$ cat src/rtl/uart_rx.sv
// UART receiver: 8N1-style frame plus one even-parity bit, mid-bit sampling,
// valid/ready output holding register with overwrite-on-overrun.
// Build option: define UART_RX_PARITY_CHECK_EN to enable parity checking.
// Ports:
//   clk, rst           - clock, synchronous active-high reset
//   UART_RX            - asynchronous serial line, idle high
//   rx_data            - received word
//   rx_data_valid      - rx_data and error flags valid (held until accepted)
//   rx_data_ready      - consumer accepts the word
//   parity_error       - parity bit differed from ^rx_data (0 when disabled)
//   framing_error      - stop bit sampled low
//   rx_overrun         - one-cycle pulse when an unconsumed word is overwritten
module uart_rx #(
    parameter int CLKRATE     = 100000000,
    parameter int BAUD        = 115200,
    parameter int WORD_LENGTH = 8
) (
    input  logic                   clk,
    input  logic                   rst,
    input  logic                   UART_RX,
    output logic [WORD_LENGTH-1:0] rx_data,
    output logic                   rx_data_valid,
    input  logic                   rx_data_ready,
    output logic                   parity_error,
    output logic                   framing_error,
    output logic                   rx_overrun
);

    localparam int BIT_MAX = CLKRATE / BAUD;
    localparam int CNT_W   = $clog2(BIT_MAX);
    localparam int DCW     = (WORD_LENGTH > 1) ? $clog2(WORD_LENGTH) : 1;

    localparam logic [CNT_W-1:0] BIT_END  = CNT_W'(BIT_MAX - 1);
    localparam logic [CNT_W-1:0] HALF_END = CNT_W'(BIT_MAX / 2 - 1);
    localparam logic [DCW-1:0]   LAST_BIT = DCW'(WORD_LENGTH - 1);

    typedef enum logic [2:0] {
        IDLE,
        START,
        DATA,
        PARITY,
        STOP
    } state_t;

    state_t                 state;
    logic                   sync1;
    logic                   sync2;
    logic                   line_q;
    logic [CNT_W-1:0]       baud_cnt;
    logic [DCW-1:0]         bit_cnt;
    logic [WORD_LENGTH-1:0] shreg;
    logic                   done;
    logic                   stop_err;
`ifdef UART_RX_PARITY_CHECK_EN
    logic                   par_bit;
`endif

    always_ff @(posedge clk) begin
        if (rst) begin
            state         <= IDLE;
            sync1         <= 1'b1;
            sync2         <= 1'b1;
            line_q        <= 1'b1;
            baud_cnt      <= '0;
            bit_cnt       <= '0;
            shreg         <= '0;
            done          <= 1'b0;
            stop_err      <= 1'b0;
`ifdef UART_RX_PARITY_CHECK_EN
            par_bit       <= 1'b0;
`endif
            rx_data       <= '0;
            rx_data_valid <= 1'b0;
            parity_error  <= 1'b0;
            framing_error <= 1'b0;
            rx_overrun    <= 1'b0;
        end else begin
            sync1      <= UART_RX;
            sync2      <= sync1;
            line_q     <= sync2;
            baud_cnt   <= baud_cnt + 1'b1;
            done       <= 1'b0;
            rx_overrun <= 1'b0;

            unique case (state)
                IDLE: begin
                    // Edge, not level: a line stuck low after a
                    // framing error must rise again before re-arming.
                    if (line_q && !sync2) begin
                        state    <= START;
                        baud_cnt <= '0;
                    end
                end
                START: begin
                    if (baud_cnt == HALF_END) begin
                        baud_cnt <= '0;
                        bit_cnt  <= '0;
                        state    <= sync2 ? IDLE : DATA;
                    end
                end
                DATA: begin
                    if (baud_cnt == BIT_END) begin
                        baud_cnt <= '0;
                        shreg    <= {sync2, shreg[WORD_LENGTH-1:1]};
                        bit_cnt  <= bit_cnt + 1'b1;
                        if (bit_cnt == LAST_BIT) begin
                            state <= PARITY;
                        end
                    end
                end
                PARITY: begin
                    if (baud_cnt == BIT_END) begin
                        baud_cnt <= '0;
`ifdef UART_RX_PARITY_CHECK_EN
                        par_bit  <= sync2;
`endif
                        state    <= STOP;
                    end
                end
                STOP: begin
                    if (baud_cnt == BIT_END) begin
                        baud_cnt <= '0;
                        stop_err <= !sync2;
                        done     <= 1'b1;
                        state    <= IDLE;
                    end
                end
                default: begin
                    baud_cnt <= '0;
                    state    <= IDLE;
                end
            endcase

            if (done) begin
                rx_data       <= shreg;
                framing_error <= stop_err;
`ifdef UART_RX_PARITY_CHECK_EN
                parity_error  <= par_bit ^ (^shreg);
`else
                parity_error  <= 1'b0;
`endif
                rx_data_valid <= 1'b1;
                // A word accepted in this same cycle is not lost.
                rx_overrun    <= rx_data_valid && !rx_data_ready;
            end else if (rx_data_valid && rx_data_ready) begin
                rx_data_valid <= 1'b0;
            end
        end
    end

endmodule

$ cat config.mk
export PLATFORM = sky130hd
export DESIGN_NAME = uart_rx
export DESIGN_NICKNAME = d
export VERILOG_FILES = /design/src/rtl/uart_rx.sv
export SDC_FILE = /design/constraint.sdc
export NUM_CORES = 1
export LEC_CHECK = 0
export ABC_AREA = 1
export BUFFER_PORTS_ARGS = -buffer_cell sky130_fd_sc_hd__clkbuf_2
export CAP_MARGIN = 20
export CORE_MARGIN = 1.5
export CORE_UTILIZATION = 25
export CTS_CLUSTER_DIAMETER = 60
export DETAILED_ROUTE_END_ITERATION = 12
export GPL_ROUTABILITY_DRIVEN = 0
export PLACE_DENSITY = 0.45
export SLEW_MARGIN = 20
export SYNTH_ARGS = -nofsm -noshare
export SYNTH_HDL_FRONTEND = slang
export SYNTH_SLANG_ARGS = --single-unit
$ cat constraint.sdc
create_clock -name clk -period 4.7 [get_ports clk]
set_input_delay 0 -clock clk [delete_from_list [all_inputs] [get_ports clk]]
set_output_delay 0 -clock clk [all_outputs]
set_load 0.02 [all_outputs]
==> results.md, run 1 <==
- HPWL Detailed: 2227 um
- Placed cell area: 0.001937 mm2
- First-pass GRT wire length: 5340 um
- I/O Buffers: 14
- Worst hold path type: reg2reg
- # setup viols final: 0
- CP required: 4.93 ns
- WP data arrival: 1.90 ns
- Mapped Nets: 221
- WS Path Type: reg2reg
- H-tree levels: 2
- CP endpoint kind: flop
- VDD IR-drop max: 233.5 uV
- Synth area leaders: dfxtp_1 45%, a21oi_1 6.2%, inv_1 5.3%
- Leakage: 0.0007957 uW
- Outcome: complete, no violations
- Synth top area share: 0.4494
- # nets final: 240
- Sw power: 347.1 uW
- DR vias: 1309
- PwrDens: 467.4 mW/mm2
- Syn avg cell area: 8.365 um2
- Slowest cell on crit path: dfxtp_1
- Slew headroom: 0.5024
- Synthesis Warnings: 0
- Multi-input logic area: 845.8 um2
- Worst-Margin Slew: 0.7455 ns
- Largest net degree at the start of global routing: 27
- WL final: 3094 um
- Final Max Slew Viols: 0
- DR WL/cell: 9.404 um
- Clock root cell: clkbuf_8
- Comb power frac: 0.298
- Clk_lat worst skew: 0.29 ns
- Worst-path cell chain: inv_1, nor4_1, dlygate4sd3_1
- Clock Power Share: 0.290
- CTS tree: yes
- CP startpoint: done
- DR iter-0 viols: 40
- Worst stage delay on the critical path: 0.70 ns
- Max-cap violations: 0
- Clock buffer depth: 2
- Sw Share: 0.3550
- Internal power: 630.6 uW
- Post-CTS sizing: 0
- Total grt overflow: 0
- Antenna violations before repair: 0
- Post-Syn Instances: 213
- R2R cell count: 3
- N_diodes: 0
- Fin. Hold Viols: 0
- Clock sink count: 40
- GRT Util Overall: 0.09015
- Mapped Area: 0.001782 mm2
- Vias in the first global route: 1203
- Min Tclk post-route: 1.671 ns
- Unrepaired setup endpoints after global routing: false
- RR Endpoint: rx_overrun
- CTS Buf Count: 5
- Worst r2r src: done
- Drt first pass iters: 4
- Layout Cell Area excl Fill: 0.002092 mm2
- Avg Vias per Cell: 3.979
- Sum Neg Setup Slack: 0 ns
- Final ANT Viol Nets: 0
- FMAX: 598.5 MHz
- Fraction of layout cells with a size suffix above 1: 0.2489
- Reg2reg setup slack: 3.03 ns
- Register area: 800.8 um2
- Layout area overhead: 17.42%
- Yosys top cell by area: dfxtp_1
- Crit-path leading delay family: flip-flops
- Placeable core area: 0.006832 mm2
- Bufs and invs on worst path: 2
- Num ports: 16
- Final worst path period share: 0.3555
- DRC violations left: 0
- Clock skew: 0.008221 ns
- Netlist cell types: 32
- #FFs+latches synth: 40
- Worst setup path endpoint: rx_overrun
- Reg clk slew, reported paths: 0.08 ns
- Initial Utilization: 0.2608
- CP Launch Type: flop
- CP max FO: 19
- # fillers: 773
- Die area: 0.007642 mm2
- Die Wd: 87.42 um
- Sequential Power Share: 0.412
- Row Count: 30
- CTS Hold Bufs: 4
- Die H: 87.42 um
- Number of cells on the critical path: 3
- Register area share after synthesis: 0.4494
- Setup Buffers After CTS: 0
-- layer usage --
metal,part of all wire,track usage
met1,0.51,0.1174
met2,0.45,0.1385
met3,0.023,0.01991
met4,0.019,0.04762
met5,0,0
-- cells in the final DEF, fill, tap and decap left out, types with 7 or more instances in the layout --
cell	synthesis	routed
clkbuf_2	0	14
nand2_1	22	22
a21oi_1	22	22
inv_1	25	25
nor2_2	14	14
nor2_1	19	19
nand2_2	7	7
dfxtp_1	40	40
o21ai_0	17	17
-- cell usage after synthesis (all sizes together) --
cell type / count
or2: 3
conb: 1
xor2: 2
dfxtp: 40
buf: 3
a21oi: 22
inv: 26
nand3: 8
clkbuf: 3
o211ai: 1
ha: 4
nor2: 35
o21ai: 21
xnor2: 4
nor4: 1
nand2: 31
nor3: 6
nand4: 2
-- per-stage QoR --
| stage | total power [uW] | setup WS (ns) | hold slack (ns) | util | std cells |
|---|---|---|---|---|---|
| after floorplan | 655.6 | 3.177 | 0.07238 | - | 213 |
| after global placement | 705.7 | 3.059 | 0.1848 | 0.2835 | 317 |
| after detailed placement | 703.8 | 3.052 | 0.1865 | 0.2835 | 317 |
| after CTS | 997.2 | 3.010 | 0.4156 | 0.3062 | 329 |
| after global routing | 1049 | 2.798 | 0.4273 | 0.3062 | 329 |
| final | 977.7 | 3.029 | 0.4125 | 0.3062 | 329 |
-- area by class of cell --
cell class              count  area share
clock buffers               5     0.03289
multi-input cells         141      0.4043
flip-flops and latches     40      0.3828
well taps                  96     0.05742
inverters                  26     0.04785
clock inverters             3     0.02213
repair buffers             18     0.05263
-- flip-flops by register name (all words and copies together), names as in the netlist --
signal	cells
done	1
state	3
rx_data	8
sync1	1
shreg	8
baud_cnt	10
rx_overrun	1
stop_err	1
rx_data_valid	1
line_q	1
framing_error	1
bit_cnt	3
sync2	1
-- worst min path at each step --
stage | end | cells after the start | start | slack (ns)
after floorplan | rx_data_valid | 1 | rst | 0.07
after global placement | sync1 | 2 | UART_RX | 0.18
after detailed placement | rx_overrun | 2 | rx_data_ready | 0.19
after CTS | sync1 | 3 | UART_RX | 0.42
after global routing | sync1 | 3 | UART_RX | 0.43
final | sync2 | 1 | sync1 | 0.41
-- power groups by stage --
| stage | combinational, uW | clock, uW | sequential, uW |
|---|---|---|---|
| final | 291 | 283 | 403 |
| after global routing | 329 | 311 | 408 |
| after CTS | 295 | 299 | 404 |
| after detailed placement | 292 | 0 | 412 |
| after global placement | 295 | 0 | 411 |
| after floorplan | 250 | 0 | 406 |
-- worst reg2reg max path: stages (launching register included) --
cell and delay, ns:
dfxtp_1 0.70, inv_1 0.12, nor4_1 0.23, dlygate4sd3_1 0.57
-- cell families (layout without fill, tap and decap cells) --
kind of cell,Yosys count,in the layout,share of synthesized area
simple gates,86,86,0.2823
compound gates,44,44,0.1327
flops,40,40,0.4494
buf+inv,32,52,0.07584
xor+xnor,6,6,0.02949
fa+ha+maj,4,4,0.02809
other cells,1,1,0.002105
(Power assumes the default switching activity.)
==> run 2: changes to the inputs <==
- clock period: 4.7 -> 1.56 ns (I/O delays scaled with it)
==> run 2 against run 1 <==
Critical endpoint is now baud_cnt[3]. Critical path type unchanged. Flip-flop and latch count stayed put. Cell area grew 6.3%. Count of clock-buffer cells in the layout did not move. Final cell count up 3.6%.
==> results.md, run 2 (synthesized netlist as in run 1, its figures left out) <==
- Avg Vias per Cell: 3.988
- WL final: 3512 um
- N_diodes: 0
- HPWL Detailed: 2315 um
- First-pass GRT wire length: 5837 um
- Die H: 87.42 um
- FMAX: 689.8 MHz
- Antenna violations before repair: 0
- Post-Layout Cell Count: 341
- H-tree levels: 2
- Clock root cell: clkbuf_8
- Reg with most FFs: baud_cnt
- Final Max Slew Viols: 0
- I/O Buffers: 14
- Layout area overhead: 24.79%
- CP required: 1.80 ns
- Initial Utilization: 0.2608
- GRT Util Overall: 0.1010
- CP endpoint kind: flop
- Worst stage delay on the critical path: 0.32 ns
- Fraction of layout cells with a size suffix above 1: 0.2980
- Reg clk slew, reported paths: 0.08 ns
- Worst hold path type: reg2reg
- Clock sink count: 40
- # nets final: 252
- Placed cell area: 0.002024 mm2
- Inst Count DP: 327
- Die Wd: 87.42 um
- VDD IR-drop max: 567.8 uV
- Overall Power: 3098 uW
- # setup viols final: 0
- Clk_lat worst skew: 0.30 ns
- Fin. Hold Viols: 0
- CTS tree: yes
- DRC violations left: 0
- DR WL/cell: 10.30 um
- Clock skew: 0.009446 ns
- Largest net degree at the start of global routing: 23
- Most common cell after layout, fill and taps aside: dfxtp_1
- Placeable core area: 0.006832 mm2
- Leakage: 0.0008596 uW
- CP Launch Type: flop
- Final worst path period share: 0.9293
- Drt first pass iters: 4
- WP data arrival: 1.69 ns
- Row Count: 30
- Final ANT Viol Nets: 0
- Layout Cell Area excl Fill: 0.002223 mm2
- Hold slack: 0.4174 ns
- Slowest cell on crit path: dfxtp_1
- WS Path Type: reg2reg
- CP max FO: 5
- Clock buffer depth: 2
- Die area: 0.007642 mm2
- Max-cap violations: 0
- DR iter-0 viols: 60
- Num ports: 16
- Vias in the first global route: 1290
- Total grt overflow: 0
- Biggest regs: baud_cnt: 10 flops, rx_data: 8 flops, shreg: 8 flops
- Worst-path cell chain: buf_4, ha_1, nand2_1, nor2_1, nand3_1, nand2_4, nand3_4, o211ai_2, nor2_2
- Min Tclk post-route: 1.450 ns
- Outcome: complete, no violations
- CTS Buf Count: 5
- DR vias: 1360
- Most frequent cells in the layout: 39 x dfxtp_1, 25 x inv_1, 22 x nand2_1, 22 x a21oi_1, 18 x nor2_1
- Max reg flops: 10
- PwrDens: 1393 mW/mm2
- Setup Buffers After CTS: 0
-- run 2: cell count changes in the layout (fill, tap and decap cells not counted), sizes merged --
cell         previous run  this run
buf                     0        10
dlygate4sd3             4         5
o211ai                  1         2
-- run 2: final timing paths --
path | slack (ns) | startpoint | depth (start not counted) | to
worst max-delay path | 0.11 | baud_cnt[0] | 9 | baud_cnt[3]
worst min-delay path | 0.42 | sync1 | 1 | sync2
worst max register to register | 0.11 | baud_cnt[0] | 9 | baud_cnt[3]
worst min register to register | 0.42 | sync1 | 1 | sync2
-- run 2: final cells by class --
type | count | area (um2)
Tap cell | 96 | 120.1
Clock inverter | 3 | 46.29
Sequential cell | 40 | 802.0
Inverter | 26 | 100.1
Multi-Input combinational cell | 142 | 874.6
Clock buffer | 5 | 68.82
Fill cell | 736 | 4608
Timing Repair Buffer | 29 | 211.5
-- run 2: repair_timing --
action | 4_1_cts | 5_1_grt
setup endpoints to repair | 0 | 16
hold buffers | 5 | 0
endpoints found under the hold margin | 5 | 0
resized for setup | 0 | 8
-- run 2: per-layer routing --
layer	vias to the layer above	routed length (um)	part of all wire	GRT usage
li1	743	-	-	-
met1	593	1734	0.49	0.1241
met2	18	1593	0.45	0.1517
met3	6	100	0.028	0.03412
met4	0	83	0.024	0.06061
met5	-	0	0	0
-- run 2: through the flow --
step | util | setup TNS (ns) | worst slack (ns)
after floorplan | - | 0 | 0.03729
after global placement | 0.2963 | 0 | 0.09836
after detailed placement | 0.2963 | 0 | 0.08240
after CTS | 0.3205 | 0 | 0.06860
after global routing | 0.3255 | -0.005494 | -0.005494
final | 0.3255 | 0 | 0.1103
-- run 2: critical path, delay by kind of cell (launching register included) --
kind | cells | cell delay, ns
and+or+nand+nor | 6 | 0.55
DFF | 1 | 0.32
AOI/OAI and AO/OA | 1 | 0.21
adders and majority gates | 1 | 0.18
buffers and inverters | 1 | 0.14
-- run 2: power by group --
| part | total (uW) | switching [uW] | leakage, uW | internal, uW |
|---|---|---|---|---|
| clock network | 874 | 392 | 0.0000548 | 482 |
| registers | 1220 | 101 | 0.000324 | 1110 |
| logic | 1010 | 646 | 0.000480 | 361 |
==> run 3: changes to the inputs <==
- BUFFER_PORTS_ARGS: -buffer_cell sky130_fd_sc_hd__clkbuf_2 -> unset
- DONT_BUFFER_PORTS: unset -> 1
- PLACE_DENSITY: 0.45 -> 0.43
- RECOVER_POWER: unset -> 25
==> run 3 against run 2 <==
Fmax shrank 0.28%. Register-to-register slack is essentially flat. Core utilization shrank 1.1 points. Final cell count shrank 4.4%. Critical path type unchanged. Largest cell class unchanged. Largest power group unchanged.
==> results.md, run 3 (synthesized netlist as in run 1, its figures left out) <==
- WS Path Type: reg2reg
- Fin. Hold Viols: 0
- Reg clk slew, reported paths: 0.08 ns
- CTS tree: yes
- Reg with most FFs: baud_cnt
- Layout Cell Area excl Fill: 0.002148 mm2
- CP max FO: 5
- # fillers: 748
- # nets final: 237
- Drt first pass iters: 4
- Final worst path period share: 0.9319
- Leakage: 0.0007942 uW
- Unrepaired setup endpoints after global routing: true
- Post-Layout Cell Count: 326
- Clk_lat worst skew: 0.30 ns
- Avg Vias per Cell: 4.061
- CP required: 1.74 ns
- # setup viols final: 0
- Vias in the first global route: 1283
- RR Endpoint: baud_cnt[1]
- WL final: 3457 um
- Register area: 807.0 um2
- Antenna violations before repair: 0
- Most frequent cells in the layout: 37 x dfxtp_1, 23 x inv_1, 22 x nand2_1, 22 x a21oi_1, 19 x nor2_1
- Die Wd: 87.42 um
- Outcome: complete, no violations
- H-tree levels: 2
- Num ports: 16
- Initial Utilization: 0.2608
- Clock buffer depth: 2
- Max reg flops: 10
- Reg2reg setup slack: 0.11 ns
- FMAX: 687.8 MHz
- PwrDens: 1473 mW/mm2
- WHS Endpoint: rx_overrun
- WP data arrival: 1.63 ns
- Max-cap violations: 0
- Total grt overflow: 0
- Inst Count DP: 310
- Clock skew: 0.007423 ns
- HPWL Detailed: 2374 um
- Clock root cell: clkbuf_8
- DR vias: 1324
- CP Launch Type: flop
- First-pass GRT wire length: 5699 um
- Worst Hold Launch: rx_data_ready
- GRT Util Overall: 0.09674
- I/O Buffers: 0
- Clock sink count: 40
- Slowest cell on crit path: dfxtp_4
- R2R cell count: 8
- Min Tclk post-route: 1.454 ns
- Most common cell after layout, fill and taps aside: dfxtp_1
- DR iter-0 viols: 52
- Largest net degree at the start of global routing: 22
- Worst r2r src: baud_cnt[0]
- Layout area overhead: 20.58%
- Fraction of layout cells with a size suffix above 1: 0.2696
- CTS Buf Count: 5
- Multi-input logic area: 889.6 um2
- DRC violations left: 0
- Biggest regs: baud_cnt: 10 flops, rx_data: 8 flops, shreg: 8 flops
- Worst hold path type: in2reg
- Worst-path cell chain: ha_4, inv_2, nor3_4, nand3_2, nand2_2, nand3_4, o211ai_4, nor2_2
- N_diodes: 0
- Worst stage delay on the critical path: 0.37 ns
- Row Count: 30
- Placeable core area: 0.006832 mm2
- Die area: 0.007642 mm2
- DR WL/cell: 10.60 um
- Hold depth: 2
- Final ANT Viol Nets: 0
- Die H: 87.42 um
- Placed cell area: 0.001919 mm2
- VDD IR-drop max: 560.5 uV
- Final Max Slew Viols: 0
- CP endpoint kind: flop
## run 3: cell count changes in the layout (fill, tap and decap cells not counted), moves of 2 or more
cell,delta
o21ai_0,+2
inv_1,-2
clkinv_4,+2
dfxtp_1,-2
clkbuf_2,-14
inv_2,+2
o21ai_1,-2
buf_4,+2
## run 3: through the flow
step	setup TNS, ns	setup slack [ns]	utilization	total power, uW	hold slack [ns]
after detailed placement	0	0.01530	0.2810	2189	0.07592
after global placement	0	0.03828	0.2810	2194	0.07543
after floorplan	0	0.03729	-	1975	0.07238
final	0	0.1062	0.3145	3164	0.3235
after global routing	-0.03822	-0.01300	0.3145	3386	0.3163
after CTS	0	0.006978	0.3038	3075	0.3127
## run 3: layout make-up
type / count / area share
clock buffer: 5 / 0.03203
clock inverter: 3 / 0.02213
inverter: 26 / 0.04659
multi-input combinational: 142 / 0.4141
sequential: 40 / 0.3757
tap: 96 / 0.05591
timing repair buffer: 14 / 0.05358
## run 3: metal layers
metal  vias to the layer above  part of all wire  GRT usage
met2                        19              0.45     0.1538
met4                         0             0.016    0.03896
met3                         7             0.051    0.03981
met1                       582              0.49     0.1153
met5                         -                 0          0
li1                        716                 -          -
## run 3: what timing repair did
item	CTS	global route
endpoints found under the setup margin	0	25
hold endpoints to repair	8	0
hold buffers	4	0
resized for setup	0	11
setup buffers	0	3
## run 3: how the worst max path moves through the flow
stage                      startpoint     endpoint  slack, ns
after floorplan           baud_cnt[0]  baud_cnt[9]       0.04
after global placement    baud_cnt[1]  baud_cnt[9]       0.04
after detailed placement  baud_cnt[0]   bit_cnt[0]       0.02
after CTS                 baud_cnt[0]   bit_cnt[0]      0.007
after global routing      baud_cnt[1]  baud_cnt[1]      -0.01
final                     baud_cnt[0]  baud_cnt[1]       0.11
## run 3: power by group
part	switching [uW]	total, uW	internal, uW
clock network	386	868	482
registers	111	1230	1120
logic	681	1060	382
## run 3: worst max-delay path, delay by kind of cell, from the launching register on
kind | cells | cell delay, ns
buffers and inverters | 1 | 0.04
adder cells (fa/ha/maj) | 1 | 0.13
AND/OR/NAND/NOR | 5 | 0.61
AO/OA/AOI/OAI | 1 | 0.18
flip-flops | 1 | 0.37
